--- src/rtl/eaglesong_permutation_iter.sv ---
// Iterative Eaglesong permutation: one round per cycle over a 16x32-bit state, NUM_ROUNDS rounds.
// Round constants come from an external combinational ROM addressed by rc_round.
module eaglesong_permutation_iter #(
  parameter int unsigned  NUM_ROUNDS = 43,
  parameter logic [255:0] BIT_MATRIX =
    256'h47d7643c321e190fcb50a5a892d4896a84b5458de511755ffd78bebc9f5e8faf
) (
  input  logic         clk,
  input  logic         rst,
  input  logic         in_valid,
  output logic         in_ready,
  input  logic [511:0] in_state,
  output logic [5:0]   rc_round,
  input  logic [511:0] rc_data,
  output logic         out_valid,
  input  logic         out_ready,
  output logic [511:0] out_state
);

  typedef enum logic [1:0] {IDLE, RUN, DONE} state_e;

  localparam logic [5:0] LAST_ROUND = 6'(NUM_ROUNDS - 1);

  // Circulant rotation amounts, word j at [5*j +: 5], word 0 in the low bits.
  localparam logic [79:0] ROT_A = {5'd1,  5'd7,  5'd7,  5'd12, 5'd4,  5'd4,  5'd12, 5'd18,
                                   5'd3,  5'd17, 5'd3,  5'd27, 5'd3,  5'd4,  5'd13, 5'd2};
  localparam logic [79:0] ROT_B = {5'd13, 5'd8,  5'd17, 5'd27, 5'd31, 5'd7,  5'd18, 5'd22,
                                   5'd12, 5'd26, 5'd8,  5'd31, 5'd14, 5'd19, 5'd22, 5'd4};

  state_e       fsm_q, fsm_d;
  logic [511:0] st_q, st_d;
  logic [5:0]   rnd_q, rnd_d;
  logic [511:0] round_out;

  function automatic logic [31:0] rotl32(input logic [31:0] x, input logic [4:0] n);
    return (x << n) | (x >> (6'd32 - {1'b0, n}));
  endfunction

  always_comb begin
    logic [31:0] t;
    logic [31:0] u;
    logic [31:0] v [16];
    logic [31:0] x;
    logic [31:0] y;
    round_out = '0;
    for (int j = 0; j < 16; j++) begin
      t = '0;
      for (int i = 0; i < 16; i++) begin
        if (BIT_MATRIX[16*i + j]) t = t ^ st_q[32*i +: 32];
      end
      u    = t ^ rotl32(t, ROT_A[5*j +: 5]) ^ rotl32(t, ROT_B[5*j +: 5]);
      v[j] = u ^ rc_data[32*j +: 32];
    end
    for (int k = 0; k < 8; k++) begin
      x = rotl32(v[2*k] + v[2*k+1], 5'd8);
      y = rotl32(v[2*k+1], 5'd24) + x;
      round_out[64*k +: 32]      = x;
      round_out[64*k + 32 +: 32] = y;
    end
  end

  always_ff @(posedge clk) begin
    if (rst) begin
      fsm_q <= IDLE;
      st_q  <= '0;
      rnd_q <= '0;
    end else begin
      fsm_q <= fsm_d;
      st_q  <= st_d;
      rnd_q <= rnd_d;
    end
  end

  always_comb begin
    fsm_d     = fsm_q;
    st_d      = st_q;
    rnd_d     = rnd_q;
    in_ready  = 1'b0;
    out_valid = 1'b0;
    out_state = '0;
    rc_round  = '0;
    case (fsm_q)
      IDLE: begin
        in_ready = 1'b1;
        if (in_valid) begin
          st_d  = in_state;
          rnd_d = '0;
          fsm_d = RUN;
        end
      end
      RUN: begin
        rc_round = rnd_q;
        st_d     = round_out;
        rnd_d    = rnd_q + 6'd1;
        if (rnd_q == LAST_ROUND) begin
          rnd_d = '0;
          fsm_d = DONE;
        end
      end
      DONE: begin
        out_valid = 1'b1;
        out_state = st_q;
        if (out_ready) fsm_d = IDLE;
      end
      default: fsm_d = IDLE;
    endcase
  end

endmodule

--- config.mk ---
export PLATFORM = sky130hd
export DESIGN_NAME = eaglesong_permutation_iter
export DESIGN_NICKNAME = d
export VERILOG_FILES = /design/src/rtl/eaglesong_permutation_iter.sv
export SDC_FILE = /design/constraint.sdc
export NUM_CORES = 2
export LEC_CHECK = 0
export ABC_AREA = 1
export CORE_AREA = 5 5 594 596
export CTS_BUF_LIST = sky130_fd_sc_hd__clkbuf_4
export CTS_CLUSTER_DIAMETER = 200
export DETAILED_ROUTE_END_ITERATION = 16
export DIE_AREA = 0 0 599 601
export GPL_TIMING_DRIVEN = 0
export PLACE_DENSITY_LB_ADDON = 0.2
export SYNTH_ARGS = -nofsm -noshare
export SYNTH_HDL_FRONTEND = slang
export SYNTH_SLANG_ARGS = --single-unit
--- constraint.sdc ---
create_clock -name clk -period 12.8 [get_ports clk]
set_clock_uncertainty 0.2 [all_clocks]
set_input_delay 3.84 -clock clk [delete_from_list [all_inputs] [get_ports clk]]
set_output_delay 3.84 -clock clk [all_outputs]
set_load 0.02 [all_outputs]
=== After elaboration in Yosys (flattened, before gate mapping) ===
Cells that the tools add are included.

* Bits in registers: 520
* Input bits: 1028
* Output and inout bits: 520
* Word-level logic and storage cells: 238

* Add/subtract/negate cells: 17
* Eq/ne operators: 6
* Mux-type cells: 13
* Bitwise operators: 195
* Reductions and logical operators: 4

{| class="wikitable"
|+ Operators with widths
! cell !! count
|-
| 32-bit XOR || 147
|-
| 512-bit 2-to-1 mux || 2
|-
| 512-bit one-hot mux with 2 select lines || 1
|-
| 32-bit adder || 16
|-
| 32-bit by 8-bit bitwise OR with 32-bit output || 10
|-
| 32-bit by 24-bit bitwise OR with 32-bit output || 8
|-
| 32-bit by 4-bit bitwise OR with 32-bit output || 4
|-
| 32-bit by 12-bit bitwise OR with 32-bit output || 3
|-
| 32-bit by 3-bit bitwise OR with 32-bit output || 3
|-
| 32-bit by 7-bit bitwise OR with 32-bit output || 3
|-
| 32-bit by 13-bit bitwise OR with 32-bit output || 2
|-
| 32-bit by 17-bit bitwise OR with 32-bit output || 2
|-
| 32-bit by 18-bit bitwise OR with 32-bit output || 2
|-
| 32-bit by 22-bit bitwise OR with 32-bit output || 2
|-
| 32-bit by 27-bit bitwise OR with 32-bit output || 2
|-
| 32-bit by 31-bit bitwise OR with 32-bit output || 2
|-
| 32-bit by 1-bit bitwise OR with 32-bit output || 1
|-
| 32-bit by 14-bit bitwise OR with 32-bit output || 1
|-
| 32-bit by 19-bit bitwise OR with 32-bit output || 1
|-
| 32-bit by 2-bit bitwise OR with 32-bit output || 1
|-
| 32-bit by 26-bit bitwise OR with 32-bit output || 1
|-
| 6-bit 2-to-1 mux || 3
|-
| 6-bit one-hot mux with 2 select lines || 1
|-
| 6-bit by 1-bit adder with 6-bit output (second input constant) || 1
|-
| other kinds (11) || 16
|}

=== Depth between registers and ports, before layout ===
* Depth in word-level cells: 18
* Gate-level depth with buffers: 43
* Depth with buffers taken out: 43

=== Least setup slack after synthesis ===
OpenSTA, ideal clock, no wires.

* Path type: input to register
* From: input port rc_data[0]
* To: register st_q[58]
* Setup time: 0.115 ns
* Arrival time: 7.666 ns
* Setup slack: 4.819 ns
* Cell stages on the path: 28
* Path buffers: 0
* Path through: xor2_1 > xnor2_1 > inv_1 > ha_1 > fa_1 > nand3_1 > nand3_1 > nand2_1 > nand2_1 > a21oi_1 > o31ai_1 > xor2_1 > ha_1 > inv_1 > fa_1 > inv_1 > nand3_1 > nand2_1 > nand3_1 > nand3_1 > nand2_1 > nand2_1 > nand2_1 > o21ai_0 > a21oi_1 > and2_1 > o21ai_0 > inv_1

* Longest elaborated chain between the ends: 5

{| class="wikitable"
|+ Ends and longest elaborated chain
! what !! line !! source
|-
| start, declared || 14 || <nowiki>input logic [511:0] rc_data,</nowiki>
|-
| 32-bit XOR || 52 || <nowiki>v[j] = u ^ rc_data[32*j +: 32];</nowiki>
|-
| 32-bit adder || 55 || <nowiki>x = rotl32(v[2*k] + v[2*k+1], 5'd8);</nowiki>
|-
| 32-bit by 8-bit bitwise OR with 32-bit output || 36 || <nowiki>return (x << n) | (x >> (6'd32 - {1'b0, n}));</nowiki>
|-
| 32-bit adder || 56 || <nowiki>y = rotl32(v[2*k+1], 5'd24) + x;</nowiki>
|-
| 512-bit one-hot mux with 2 select lines || 82 || <nowiki>case (fsm_q)</nowiki>
|-
| end signal, assigned || 69 || <nowiki>st_q <= st_d;</nowiki>
|-
| end, declared || 31 || <nowiki>logic [511:0] st_q, st_d;</nowiki>
|}

Every way passes these cells.
A chain may end at the register's enable or synchronous reset.

=== Worst setup path in the final report ===
* From: register st_q[95]
* To: register st_q[243]

* Longest elaborated chain between the ends: 14
* Elaborated cells between the ends (all ways): 16
* Classes of those cells: 2 x add/sub; 1 x mux; 13 x bitwise

{| class="wikitable"
|+ Ends and longest elaborated chain
! what !! line !! source
|-
| 32-bit XOR * (6 in series) || 49 || <nowiki>if (BIT_MATRIX[16*i + j]) t = t ^ st_q[32*i +: 32];</nowiki>
|-
| 32-bit by 3-bit bitwise OR with 32-bit output || 36 ||
|-
| 32-bit XOR || 51 || <nowiki>u = t ^ rotl32(t, ROT_A[5*j +: 5]) ^ rotl32(t, ROT_B[5*j +: 5]);</nowiki>
|-
| 32-bit XOR * || 51 ||
|-
| 32-bit XOR * || 52 ||
|-
| 32-bit adder || 55 ||
|-
| 32-bit by 8-bit bitwise OR with 32-bit output || 36 ||
|-
| 32-bit adder * || 56 ||
|-
| 512-bit one-hot mux with 2 select lines * || 82 ||
|}

Every way passes the cells marked *; elsewhere a longest branch is shown, timed or not.

==> metrics.yaml <==
status: "complete, but fails checks"
failed_checks: "capacitance limit, slew limit"
synth-seq-cells: 520
num_rows: 217
dp_hpwl_um: 955400
drtIter0Drc: 21067
synth_top_cell_by_area: "xor2_1"
required_ns: 14.08
fin_crit_ns: 12.68
pin_count: 1548
synthToLayoutAreaGrowth_pct: 31.79
criticalPathCategory: "flop to flop"
netlist_area_sq_mm: 0.09569
drc_errors: 0
cts_root_buf: "clkbuf_4"
cp_max_fo: 6
die-area_sq_mm: 0.3600
synth.area.top_cells: "xor2_1, xnor2_1, dfxtp_1"
nNetsFinal: 17809
postCtsHoldBufs: 0
yosysSeqAreaShare: 0.1088
syn_nets: 15826
synth_common_cells: "nand2_1, xor2_1, xnor2_1"
cp-end-kind: "flop"
post_cts_resized: 0
cp_common_cell: "nand2_1"
fmax_ghz: 0.07889
synth_cells: 14284
finalSetupViolations: 0
hold_violations: 0
async_reset_ff_frac: 0
yosysTopAreaCellShare: 0.1910
cts_htree_levels: 4
gr-total-overflow: 0
grt_max_degree: 15
drtPass1Iterations: 7
die_h_um: 601
grt_setup_unrepaired: "no"
synth_ff_type: "dfxtp_1"
track_usage: 0.5661
maxCapViolations: 104
seq_area_sq_mm: 0.01041
yosysMostFrequentCell: "nand2_1"
maxSlewHeadroom: -0.2067
antenna_found_initial: 204
critPathLaunchType: "flop"
drv_slew: 497
cts_num_sinks: 520
cts_tree: "yes"
synth-edff-count: 0
min_path_type: "flop to flop"
cts_buffers: 198
timing.final.crit_share: 0.9903
clk_pin_slew_ns: 0.07
wl_um: 1074000
clkLatencyLatePin_ns: 1.61
syn_avg_cell_area_sq_um: 6.699
multi_input_area_sq_mm: 0.07811
slowest_stage: "xor2_2"
dr_total_vias: 123940
grt_pass1_wl_um: 1292000
place.gp.congestion: 1.200
fill_cells: 38430
start_util: 0.2753
drtAntennaViolNets: 0
grt_pass1_vias: 109894
max_stage_delay_ns: 1.29
avgViaCountPerCell: 5.861
hold_ws_ns: 0.2716
yosys_warnings: 0
die_w_um: 599
cts_setup_buffers: 0
worstPathArrival_ns: 13.96
portBuffers: 1547
yosys.cell_types.count: 64
worst_pin_slew_ns: 1.797
clockBufferDepth: 4
drive_gt1_frac: 0.08880
wl_per_cell_um: 50.80
core_sq_mm: 0.3475
==> kinds of logic after synthesis <==
logic type / Yosys count / synth area share
compound gates: 2265 / 0.1373
buf+inv: 2269 / 0.09443
simple gates: 4516 / 0.1905
xor+xnor: 4200 / 0.4005
fa+ha+maj: 514 / 0.06846
flops: 520 / 0.1088
==> metrics by stage <==
step                      cell area [sq um]  setup WS (ns)  setup TNS, ns  utilization  std cells
after floorplan                       95690          4.819              0            -      14284
after CTS                            125500          1.409              0       0.3612      21009
after detailed placement             123100         0.2880              0       0.3542      20657
after global routing                 125800         0.8892              0       0.3621      21043
after global placement               116900        -0.7053        -0.7478       0.3365      20430
final                                126100         0.1240              0       0.3629      21145
==> layout make-up <==
type / count / share of cell area
clock inverter: 77 / 0.003056
inverter: 1579 / 0.04700
clock buffer: 275 / 0.01637
tap: 4599 / 0.04563
buffer: 690 / 0.02578
timing repair buffer: 1783 / 0.1576
antenna: 127 / 0.002520
multi-input combinational: 11495 / 0.6194
sequential: 520 / 0.08255
==> worst max-delay path: cells and delay by family (launching register included) <==
family | cells | cell delay (ns)
xor gates and xnor gates | 6 | 4.81
AOI/OAI and AO/OA | 9 | 3.20
and+or+nand+nor | 10 | 2.00
DFF | 1 | 1.11
adders and majority gates | 2 | 0.77
buffers and inverters | 3 | 0.48
==> sequential cells by signal (all words and copies together), names as in the netlist <==
| name | cells |
|---|---|
| rnd_q | 6 |
| fsm_q | 2 |
| st_q | 512 |
==> per-layer routing <==
metal / vias to the layer above / routed length, um / GRT usage
li1: 49356 / - / -
met1: 60548 / 387200 / 0.6615
met2: 10959 / 400500 / 0.7506
met3: 3033 / 144800 / 0.2288
met4: 44 / 141200 / 0.5847
met5: - / 535 / 0.0006684
==> placed cells by master (no fill, tap or decap), types with 28 or more instances in the layout <==
| master | instances |
|---|---|
| nand2_1 | 2473 |
| xor2_1 | 2012 |
| xnor2_1 | 1778 |
| clkdlybuf4s50_1 | 1547 |
| inv_1 | 1540 |
| nor2_1 | 1254 |
| a21oi_1 | 963 |
| o21ai_0 | 603 |
| dfxtp_1 | 520 |
| ha_1 | 498 |
| nand3_1 | 465 |
| clkbuf_4 | 279 |
| clkbuf_1 | 266 |
| xnor2_2 | 236 |
| buf_2 | 234 |
| xor2_2 | 147 |
| diode_2 | 127 |
| nor3_1 | 126 |
| a31oi_1 | 120 |
| clkbuf_2 | 119 |
| buf_8 | 113 |
| o211ai_1 | 104 |
| a21o_1 | 81 |
| o221ai_1 | 81 |
| a221oi_1 | 74 |
| o21bai_1 | 73 |
| buf_16 | 64 |
| clkinv_1 | 61 |
| nand4_1 | 53 |
| buf_4 | 39 |
| or2_2 | 37 |
| buf_12 | 35 |
| inv_2 | 32 |
| a211oi_1 | 30 |
| o21a_1 | 29 |
| a21boi_0 | 28 |
| nor4_1 | 28 |
==> path summary, 6_finish.rpt <==
| kind | start | cells after the start | end | slack [ns] |
|---|---|---|---|---|
| setup / recovery | st_q[95] | 30 | st_q[243] | 0.12 |
| hold / removal | rnd_q[5] | 2 | rnd_q[5] | 0.27 |
| setup reg to reg | st_q[95] | 30 | st_q[243] | 0.12 |
| hold reg to reg | rnd_q[5] | 2 | rnd_q[5] | 0.27 |
Power is not shown: default switching activity piles up to over one toggle a cycle in this logic, so the estimate is an artifact.
